File: src/rtl/pld_config_ctrl_pkg.sv
// Shared types and size helpers for the pld fuse configuration controller.
package pld_config_ctrl_pkg;

   typedef enum logic [2:0] {
      StIdle,
      StLoad,
      StCheck,
      StCommit,
      StDone,
      StError
   } state_e;

   function automatic int unsigned and_bits(input int unsigned n);
      return (32'd1 << (n + 2)) * n * n;
   endfunction

   function automatic int unsigned or_bits(input int unsigned n, input int unsigned m);
      return m * (32'd1 << (2 * n));
   endfunction

   // Enough W-bit words to cover every AND and OR fuse.
   function automatic int unsigned num_words(input int unsigned n, input int unsigned m,
                                             input int unsigned w);
      return (and_bits(n) + or_bits(n, m) + w - 1) / w;
   endfunction

   localparam int unsigned DefAndBits  = and_bits(2);
   localparam int unsigned DefOrBits   = or_bits(2, 2);
   localparam int unsigned DefNumWords = num_words(2, 2, 8);

endpackage

File: src/rtl/pld_config_ctrl.sv
// Streams fuse words into a shadow register, verifies an XOR checksum and commits the
// shadow atomically to the active AND/OR fuse outputs.
module pld_config_ctrl
   import pld_config_ctrl_pkg::*;
#(
   parameter int unsigned NUM_PORTS_IN  = 2,
   parameter int unsigned NUM_PORTS_OUT = 2,
   parameter int unsigned CFG_WIDTH     = 8,
   localparam int unsigned AND_BITS     = and_bits(NUM_PORTS_IN),
   localparam int unsigned OR_BITS      = or_bits(NUM_PORTS_IN, NUM_PORTS_OUT)
) (
   input  logic                 clk_i,
   input  logic                 rst_ni,
   input  logic                 prog_start_i,
   input  logic                 prog_abort_i,
   input  logic [CFG_WIDTH-1:0] cfg_data_i,
   input  logic                 cfg_valid_i,
   output logic                 cfg_ready_o,
   output logic [AND_BITS-1:0]  and_matrix_fuses_conf_o,
   output logic [OR_BITS-1:0]   or_matrix_fuses_conf_o,
   output logic                 programmed_o,
   output logic                 busy_o,
   output logic                 done_o,
   output logic                 error_o
);

   localparam int unsigned NUM_WORDS = num_words(NUM_PORTS_IN, NUM_PORTS_OUT, CFG_WIDTH);
   localparam int unsigned ACT_BITS  = AND_BITS + OR_BITS;
   localparam int unsigned SH_BITS   = NUM_WORDS * CFG_WIDTH;
   localparam int unsigned CNT_W     = (NUM_WORDS > 1) ? $clog2(NUM_WORDS) : 1;

   state_e               r_state,   w_state_d;
   logic [CNT_W-1:0]     r_cnt,     w_cnt_d;
   logic [CFG_WIDTH-1:0] r_acc,     w_acc_d;
   logic [CFG_WIDTH-1:0] r_csum,    w_csum_d;
   logic [SH_BITS-1:0]   r_shadow,  w_shadow_d;
   logic [ACT_BITS-1:0]  r_active,  w_active_d;
   logic                 r_programmed, w_programmed_d;
   logic                 r_done,    w_done_d;
   logic                 r_error,   w_error_d;
   logic                 w_ready;
   logic                 w_busy;

   always_comb begin
      w_state_d      = r_state;
      w_cnt_d        = r_cnt;
      w_acc_d        = r_acc;
      w_csum_d       = r_csum;
      w_shadow_d     = r_shadow;
      w_active_d     = r_active;
      w_programmed_d = r_programmed;
      w_done_d       = 1'b0;
      w_error_d      = r_error;
      w_ready        = 1'b0;
      w_busy         = 1'b0;

      unique case (r_state)
         StIdle, StDone, StError: begin
            if (prog_start_i) begin
               w_state_d  = StLoad;
               w_cnt_d    = '0;
               w_acc_d    = '0;
               w_shadow_d = '0;
               w_error_d  = 1'b0;
            end
         end
         StLoad: begin
            w_ready = 1'b1;
            w_busy  = 1'b1;
            // Abort beats a handshake in the same cycle; the active config is left alone.
            if (prog_abort_i) begin
               w_state_d  = StIdle;
               w_cnt_d    = '0;
               w_acc_d    = '0;
               w_shadow_d = '0;
            end else if (cfg_valid_i) begin
               for (int unsigned k = 0; k < NUM_WORDS; k++) begin
                  if (r_cnt == CNT_W'(k)) begin
                     w_shadow_d[k*CFG_WIDTH +: CFG_WIDTH] = cfg_data_i;
                  end
               end
               w_acc_d = r_acc ^ cfg_data_i;
               if (r_cnt == CNT_W'(NUM_WORDS - 1)) begin
                  w_state_d = StCheck;
                  w_cnt_d   = '0;
               end else begin
                  w_cnt_d = r_cnt + 1'b1;
               end
            end
         end
         StCheck: begin
            w_ready = 1'b1;
            w_busy  = 1'b1;
            if (prog_abort_i) begin
               w_state_d  = StIdle;
               w_cnt_d    = '0;
               w_acc_d    = '0;
               w_shadow_d = '0;
            end else if (cfg_valid_i) begin
               w_csum_d  = cfg_data_i;
               w_state_d = StCommit;
            end
         end
         StCommit: begin
            w_busy = 1'b1;
            if (r_csum == r_acc) begin
               // Padding bits past the last fuse are checksummed but never committed.
               w_active_d     = r_shadow[ACT_BITS-1:0];
               w_programmed_d = 1'b1;
               w_done_d       = 1'b1;
               w_state_d      = StDone;
            end else begin
               w_error_d = 1'b1;
               w_state_d = StError;
            end
         end
         default: w_state_d = StIdle;
      endcase
   end

   always_ff @(posedge clk_i or negedge rst_ni) begin
      if (!rst_ni) begin
         r_state      <= StIdle;
         r_cnt        <= '0;
         r_acc        <= '0;
         r_csum       <= '0;
         r_shadow     <= '0;
         r_active     <= '0;
         r_programmed <= 1'b0;
         r_done       <= 1'b0;
         r_error      <= 1'b0;
      end else begin
         r_state      <= w_state_d;
         r_cnt        <= w_cnt_d;
         r_acc        <= w_acc_d;
         r_csum       <= w_csum_d;
         r_shadow     <= w_shadow_d;
         r_active     <= w_active_d;
         r_programmed <= w_programmed_d;
         r_done       <= w_done_d;
         r_error      <= w_error_d;
      end
   end

   assign cfg_ready_o             = w_ready;
   assign busy_o                  = w_busy;
   assign done_o                  = r_done;
   assign error_o                 = r_error;
   assign programmed_o            = r_programmed;
   assign and_matrix_fuses_conf_o = r_active[AND_BITS-1:0];
   assign or_matrix_fuses_conf_o  = r_active[AND_BITS +: OR_BITS];

endmodule

File: config.mk
export PLATFORM = sky130hd
export DESIGN_NAME = pld_config_ctrl
export DESIGN_NICKNAME = d
export VERILOG_FILES = /design/src/rtl/pld_config_ctrl_pkg.sv /design/src/rtl/pld_config_ctrl.sv
export SDC_FILE = /design/constraint.sdc
export NUM_CORES = 1
export LEC_CHECK = 0
export CAP_MARGIN = 20
export CORE_MARGIN = 2
export CORE_UTILIZATION = 45
export CTS_BUF_LIST = sky130_fd_sc_hd__clkbuf_8
export CTS_CLUSTER_SIZE = 8
export DETAILED_ROUTE_END_ITERATION = 16
export PLACE_DENSITY_LB_ADDON = 0.08
export SLEW_MARGIN = 15
export SYNTH_ARGS = -nofsm -noshare
export SYNTH_HDL_FRONTEND = slang
export SYNTH_SLANG_ARGS = --single-unit
File: constraint.sdc
create_clock -name clk_i -period 2.2 [get_ports clk_i]
set_input_delay 0.44 -clock clk_i [delete_from_list [all_inputs] [get_ports clk_i]]
set_output_delay 0.44 -clock clk_i [all_outputs]
set_load 0.1 [all_outputs]
# Yosys cells after proc, flatten, opt, wreduce, memory -nomap -nowiden
# Index checks and enable logic that the tools add are counted.
dict set report word_totals {
  ff_bits 218
  in_bits 13
  out_inout_bits 101
  wordCells 124
}
dict set report classes {
  addsub 1
  n_eq_ne 34
  n_mux 43
  bitwise 2
  n_reduce_logical 24
}
# cell n
set op_table {}
lappend op_table {{96-bit 2-to-1 mux} 4}
lappend op_table {{96-bit one-hot mux with 3 select lines} 1}
lappend op_table {{8-bit 2-to-1 mux} 16}
lappend op_table {{5-bit AND reduction} 12}
lappend op_table {{3-bit != test (second input constant)} 14}
lappend op_table {{8-bit one-hot mux with 3 select lines} 1}
lappend op_table {{4-bit 2-to-1 mux} 5}
lappend op_table {{3-bit 2-to-1 mux} 6}
lappend op_table {{4-bit by 3-bit == test with 1-bit output (second input constant)} 4}
lappend op_table {{4-bit == test (second input constant)} 4}
lappend op_table {{3-bit one-hot mux with 4 select lines} 1}
lappend op_table {{4-bit one-hot mux with 3 select lines} 1}
lappend op_table {{4-bit by 2-bit == test with 1-bit output (second input constant)} 2}
lappend op_table {{8-bit == test} 1}
lappend op_table {{4-bit AND reduction} 2}
lappend op_table {{8-bit bitwise XOR} 1}
lappend op_table {{1-bit 2-to-1 mux} 7}
lappend op_table {{3-bit by 2-bit == test with 1-bit output (second input constant)} 2}
lappend op_table {{3-bit == test (second input constant)} 2}
lappend op_table {{2-bit != test (second input constant)} 3}
lappend op_table {{3-bit AND reduction} 2}
lappend op_table {{3-bit OR reduction} 2}
lappend op_table {{4-bit by 1-bit adder with 4-bit output (second input constant)} 1}
lappend op_table {{4-bit by 1-bit == test with 1-bit output (second input constant)} 1}
lappend op_table {{other kinds (9)} 9}

# Depth between registers and ports, before layout
# Gate-level depths: netlist (run 1).
dict set report logic_depth {
  word_depth 5
  depth_mapped 8
  ltp_nobuf 5
}

# Least setup slack after synthesis (run 1)
# No wires, ideal clock.
dict set report synth_timing {
  path_kind {register to output}
  from {reg r_state[1]}
  to {out busy_o}
  arrival_time_ns 2.156
  required_time_ns 1.760
  setup_slack_ns -0.396
  stages_incl_launch_ff 4
  n_path_buf 1
  path_cell_list {dfrtp_1 buf_2 inv_1 a21oi_1}
}
dict set report synth_between {
  elab_chain_len 3
  word_cells_on_any_way 5
  classes_between {3 x eq/ne; 1 x mux; 1 x reduce/logical}
}
# element line_no
set synth_lines {}
lappend synth_lines {{start: declaration} pld_config_ctrl.sv:32} ;# state_e r_state, w_state_d;
lappend synth_lines {{start signal: assignment} pld_config_ctrl.sv:123} ;# r_state <= StIdle;
lappend synth_lines {{start signal: assignment} pld_config_ctrl.sv:133} ;# r_state <= w_state_d;
lappend synth_lines {{3-bit by 2-bit == test with 1-bit output / 3-bit by 1-bit == test with 1-bit output (equally long branches)} pld_config_ctrl.sv:57} ;# unique case (r_state)
lappend synth_lines {{3-bit OR reduction (no line) (*)} -}
lappend synth_lines {{1-bit 2-to-1 mux (*)} pld_config_ctrl.sv:57}
lappend synth_lines {{end: declaration} pld_config_ctrl.sv:22} ;# output logic busy_o,
# Every way passes the cells marked *; elsewhere a longest branch is shown, timed or not.

# Worst setup path after layout (run 1)
dict set report layout_timing {
  from {reg r_state[1]}
  to {out cfg_ready_o}
}
dict set report layout_between {
  elab_chain_len 3
  word_cells_on_any_way 4
  classes_between {2 x eq/ne; 1 x mux; 1 x reduce/logical}
}
# element line_no
set layout_lines {}
lappend layout_lines {{3-bit by 2-bit == test with 1-bit output / 3-bit by 1-bit == test with 1-bit output (equally long branches)} pld_config_ctrl.sv:57}
lappend layout_lines {{2-bit OR reduction (no line) (*)} -}
lappend layout_lines {{1-bit 2-to-1 mux (*)} pld_config_ctrl.sv:57}
lappend layout_lines {{end: declaration} pld_config_ctrl.sv:18} ;# output logic cfg_ready_o,
# Marks and branches as above.

==> impl_metrics.json, run 1 <==
{
  "drt-initial-drc-count": 193,
  "worst_slack_ns": 0.06174,
  "peakVddDrop_mv": 1.044,
  "synth_edf_count": 0,
  "io_pins": 114,
  "ant_nets": 0,
  "syn2layout_area_growth_pct": 27.28,
  "finalCritPeriodShare": 0.9719,
  "cts_inserted_buffers": 38,
  "ys_seq_elements": 218,
  "p_total_mw": 9.822,
  "rsz0062_at_grt": "false",
  "cp_max_fo": 9,
  "setup_violations": 0,
  "pwr_density_cell_nw_per_um2": 847.6,
  "drtPass1Iterations": 4,
  "clk_pin_slew_ns": 0.06,
  "avgSynthCellArea_um2": 13.63,
  "clock_latency_ns": 0.53,
  "wl_per_cell_um": 17.99,
  "grt_max_degree": 65,
  "die_area_um2": 21380,
  "syn_nets": 685,
  "critPathMaxStageDelay_ns": 0.44,
  "crit_path_start_kind": "register",
  "cp.arrival_ns": 1.70,
  "hold_ws_ns": 0.4442,
  "die_h_um": 146.2,
  "clkSinkCount": 218,
  "viasPerCell": 5.096,
  "max_cap_violations": 0,
  "slew_violations": 0,
  "clock_tree.buffer_depth": 3,
  "outcome": "finished clean",
  "worst_pin_slew_ns": 0.5243,
  "nets": 857,
  "vias": 5794,
  "path_class": "register to primary output",
  "num_rows": 52,
  "cp_cell_sequence": "buf_4 > xnor2_1 > nor2_2 > buf_12",
  "gr-total-overflow": 0,
  "dp_slack_ns": -0.1770,
  "cp.required_ns": 1.76,
  "end_kind": "primary output",
  "die_w_um": 146.2,
  "cp_slowest_cell": "dfrtp_2",
  "cts-root-buf": "clkbuf_8",
  "grt_pass1_vias": 6185,
  "finalCriticalPeriod_ns": 2.138,
  "yosysSeqAreaShare": 0.5992,
  "globalplace.congestion": 0.8070,
  "async_flop_share": 1.000,
  "hold_violations": 0,
  "cts_tree": "done",
  "fin_skew_ns": 0.02381,
  "totalWireLength_um": 20460,
  "slew_headroom": 0.6492,
  "h-tree-depth": 2,
  "synthCells": 668,
  "drc_errors": 0,
  "yosys_warnings": 0,
  "synthFlopType": "dfrtp_1",
  "grt_use_total": 0.1961,
  "min_path_type": "primary input to asynchronous set/reset pin",
  "ys_types": 47,
  "n_antenna_cell": 0,
  "drive_above_1_share": 0.3806,
  "leakage_nw": 6.271,
  "max_freq_mhz": 467.7,
  "place.port_buffers": 113,
  "core-area_um2": 20040,
  "syn_area_um2": 9104,
  "start_util": 0.4543,
  "dpl.hpwl_um": 14390,
  "antenna_found_initial": 0,
  "grt_pass1_wl_um": 33510
}
-- final timing paths --
kind	startpoint	to	slack [ns]	depth (start not counted)
setup reg to reg	r_state[2]	r_shadow[60]	0.17	5
setup / recovery	r_state[1]	cfg_ready_o	0.06	4
hold reg to reg	programmed_o	programmed_o	0.48	1
hold / removal	rst_ni	programmed_o	0.44	2
max in group asynchronous	rst_ni	r_state[1]	1.00	3
min in group clk_i	programmed_o	programmed_o	0.48	1
-- cells in the mapped netlist, drive strengths merged, types with 2 or more instances --
cell,n,area share
dfrtp,218,0.60
mux2,104,0.13
nand2,101,0.042
mux2i,99,0.11
buf,27,0.019
inv,13,0.0054
clkbuf,11,0.0045
o211ai,11,0.021
nor3b,10,0.0082
o22ai,9,0.0062
xnor2,9,0.0087
a21o,8,0.0066
nor2,5,0.0021
ha,4,0.0055
nand3,4,0.0022
o21ai,4,0.0034
nor2b,3,0.0029
nor3,3,0.0022
a21oi,2,0.0011
a22oi,2,0.0016
nand2b,2,0.0014
nand3b,2,0.0016
nand4,2,0.0014
o21a,2,0.0016
-- sequential cells by signal, indices dropped and copies added (netlist names) --
signal and count:
error_o 1, programmed_o 1, done_o 1, r_acc 8
r_csum 8, r_active 96, r_state 3, r_shadow 96
r_cnt 4
-- per-layer routing --
layer,vias up,part of all wire,track usage
met2,136,0.49,0.3170
met5,-,0,0
met3,32,0.038,0.03563
met4,0,0.016,0.05194
li1,2674,-,-
met1,2952,0.46,0.2761
-- cells by family after synthesis --
| group | share of synthesized area |
|---|---|
| adders and majority gates | 0.005498 |
| buffers and inverters | 0.02872 |
| xor gates and xnor gates | 0.008659 |
| DFF | 0.5992 |
| AOI/OAI and AO/OA | 0.05223 |
| and+or+nand+nor | 0.06817 |
| muxes | 0.2375 |
-- power breakdown --
part	internal, mW	switching [mW]	total [mW]
sequential	4.18	0.135	4.32
combinational	0.781	1.21	1.99
clock	1.93	1.58	3.51
-- layout by cell type (no fill, tap or decap), types with 3 or more instances in the layout --
master | netlist | layout
o211ai_4 | 7 | 7
clkinv_2 | 0 | 3
clkdlybuf4s50_1 | 0 | 11
buf_4 | 4 | 134
nand2_1 | 101 | 101
o211ai_2 | 3 | 3
clkbuf_8 | 0 | 48
mux2_1 | 7 | 7
dfrtp_1 | 218 | 217
xnor2_1 | 9 | 9
nand3_1 | 4 | 4
mux2_2 | 97 | 97
inv_1 | 13 | 26
o21ai_0 | 3 | 3
o22ai_1 | 9 | 9
buf_12 | 1 | 23
mux2i_1 | 99 | 99
a21o_1 | 8 | 8
ha_1 | 4 | 4
nor2_1 | 5 | 4
nor3b_1 | 10 | 10
-- what timing repair did --
item                                   4_1_cts  5_1_grt
hold buffers                                 1        0
setup endpoints to repair                    0        2
endpoints found under the hold margin       50        0
buffers inserted                             0        0
gates resized for setup                      0        1
-- critical path: cells and delay by family (launching register included) --
kind                      cells  cell delay (ns)
and+or+nand+nor               1             0.09
buffers and inverters         2             0.36
xor gates and xnor gates      1             0.28
DFF                           1             0.44
-- metrics by stage --
stage | utilization | cell area, µm² | TNS [ns] | std cells
after global routing | 0.5782 | 11590 | 0 | 1137
after floorplan | - | 9110 | 0 | 668
after global placement | 0.5406 | 10830 | -9.952 | 1069
after CTS | 0.5782 | 11590 | 0 | 1137
after detailed placement | 0.5406 | 10830 | -11.86 | 1069
final | 0.5782 | 11590 | 0 | 1137
-- layout make-up --
cell class | count | area (µm²)
fill | 1674 | 8452
sequential | 218 | 5456
multi-input combinational | 399 | 3401
timing repair buffer | 170 | 1600
clock buffer | 47 | 646.9
tap | 270 | 337.8
clock inverter | 20 | 96.34
inverter | 13 | 48.80
Note: power is estimated with default switching activity, not from simulation.
==> inputs of run 2 (changes only) <==
--- a/config.mk
+++ b/config.mk
@@ -6,7 +6,6 @@
 export NUM_CORES = 1
 export LEC_CHECK = 0
 export CAP_MARGIN = 20
-export CORE_MARGIN = 2
 export CORE_UTILIZATION = 45
 export CTS_BUF_LIST = sky130_fd_sc_hd__clkbuf_8
 export CTS_CLUSTER_SIZE = 8
==> constraint.sdc (replaced) <==
create_clock -name clk_i -period 2.4 [get_ports clk_i]
set_input_delay 0.48 -clock clk_i [delete_from_list [all_inputs] [get_ports clk_i]]
set_output_delay 0.48 -clock clk_i [all_outputs]
set_load 0.1 [all_outputs]
==> run 2 against run 1 <==
Net effect: worst setup slack better by 0.20 ns; clock power is 12% lower; clock skew is 0.0060 ns lower; cell count is 1.2% lower; sequential power is 8.3% lower; combinational power is 11% lower; first-iteration DRC count is 37% higher; hold slack better by 0.032 ns; sequential cell count stayed put; power is 10% lower; critical path type unchanged; critical endpoint is now busy_o; largest cell class unchanged; highest routed layer unchanged.
==> impl_metrics.json, run 2 (synthesis gave the netlist of run 1 again) <==
{
  "outcome": "finished clean",
  "seq_power_share": 0.449,
  "fin_setup_tns_ns": 0,
  "peakVddDrop_mv": 0.4176,
  "gr-total-overflow": 0,
  "nets": 849,
  "ant_nets": 0,
  "cp_max_fo": 8,
  "syn2layout_area_growth_pct": 26.00,
  "totalWireLength_um": 20270,
  "die_h_um": 144.2,
  "place.port_buffers": 113,
  "crit_path_start_kind": "register",
  "max_freq_mhz": 466.8,
  "clkSinkCount": 218,
  "r2r-end": "r_active[44]",
  "h-tree-depth": 2,
  "layout_common_cells": "dfrtp_1, buf_4, nand2_1",
  "critPathCapture": "busy_o",
  "min_path_type": "register to register",
  "drive_above_1_share": 0.3683,
  "reg_top3": "r_active: 96 flops, r_shadow: 96 flops",
  "setup_violations": 0,
  "slew_violations": 0,
  "core-area_um2": 19650,
  "slew_headroom": 0.5957,
  "finalCritPeriodShare": 0.8925,
  "wl_per_cell_um": 18.05,
  "vias": 5732,
  "drc_errors": 0,
  "clk_pin_slew_ns": 0.06,
  "final-seq-area_um2": 5455,
  "layout_commonest_cell": "dfrtp_1",
  "antenna_found_initial": 0,
  "swShare": 0.3003,
  "placed_area_um2": 10770,
  "viasPerCell": 5.104,
  "cp.required_ns": 1.92,
  "n_antenna_cell": 0,
  "worst_pin_slew_ns": 0.6064,
  "power_switching_mw": 2.653,
  "grt_use_total": 0.2084,
  "reg2reg_slack_ns": 0.29,
  "cp.arrival_ns": 1.66,
  "die_area_um2": 20800,
  "clock_latency_ns": 0.53,
  "p_total_mw": 8.835,
  "hold_violations": 0,
  "globalplace.congestion": 0.8989,
  "final_area_um2": 11470,
  "drt-initial-drc-count": 265,
  "path_class": "register to primary output",
  "p_clk_frac": 0.350,
  "grt_pass1_vias": 6148,
  "pwr_density_cell_nw_per_um2": 770.2,
  "cts-root-buf": "clkbuf_8",
  "min_path_cells": 1,
  "cts_tree": "done",
  "start_util": 0.4632,
  "combinationalPowerShare": 0.201,
  "finalCriticalPeriod_ns": 2.142,
  "cts_resized": 0,
  "fin_skew_ns": 0.01778,
  "grt_max_degree": 89,
  "clock_tree.buffer_depth": 3,
  "dpl.hpwl_um": 13740,
  "max_cap_violations": 0,
  "die_w_um": 144.2,
  "grt_pass1_wl_um": 32980,
  "rr_startpoint": "r_state[0]",
  "internal_power_mw": 6.182,
  "leakage_nw": 6.223,
  "n_fill_cell": 1614,
  "r2r_cells": 5,
  "rsz0062_at_grt": "false",
  "end_kind": "primary output",
  "instances_no_fill": 1123,
  "multi_input_area_um2": 3405,
  "drtPass1Iterations": 4,
  "cts_inserted_buffers": 37,
  "num_rows": 51,
  "dp_cells": 1057,
  "startpoint": "r_state[0]",
  "io_pins": 114,
  "min-delay-start": "programmed_o"
}
## run 2: how the worst min path moves through the flow
stage	endpoint
after floorplan	done_o
after global placement	programmed_o
after detailed placement	programmed_o
after CTS	programmed_o
after global routing	r_active[78]
final	programmed_o
## run 2: power by group through the flow
stage / registers (mW) / clock network, mW / logic [mW]
global route: 3.98 / 3.36 / 1.92
finish: 3.96 / 3.09 / 1.78
detailed placement: 4.03 / 0 / 1.79
floorplan: 3.97 / 0 / 1.13
CTS: 3.96 / 3.19 / 1.81
global placement: 4.02 / 0 / 1.75
## run 2: what timing repair did
action                                 CTS  global route
endpoints found under the hold margin   67             0
hold buffers                             1             0
buffers inserted                         0             0
## run 2: per-stage QoR
step	hold slack (ns)	util	setup WS, ns
floorplan	0.1844	-	0.04247
global placement	0.4546	0.5478	0.007583
detailed placement	0.4704	0.5478	-0.03901
CTS	0.4835	0.5837	0.2333
global route	0.4996	0.5837	0.1543
finish	0.4763	0.5837	0.2579
## run 2: metal layers
metal / track usage / share of wire / vias to the layer above
li1: - / - / 2665
met1: 0.2685 / 0.44 / 2908
met2: 0.3534 / 0.50 / 131
met3: 0.04139 / 0.041 / 28
met4: 0.06648 / 0.015 / 0
met5: 0 / 0 / -
## run 2: cell type report
cell class / count / area share
clock buffers: 44 / 0.05279
clock inverters: 21 / 0.007744
inverters: 13 / 0.004254
multi-input cells: 399 / 0.2968
flip-flops and latches: 218 / 0.4756
well taps: 265 / 0.02890
repair buffers: 163 / 0.1339
## run 2: worst max-delay path, stage by stage, from the launching register on
cell and delay (ns):
dfrtp_1 0.50, inv_1 0.21, a21oi_2 0.23, buf_12 0.20
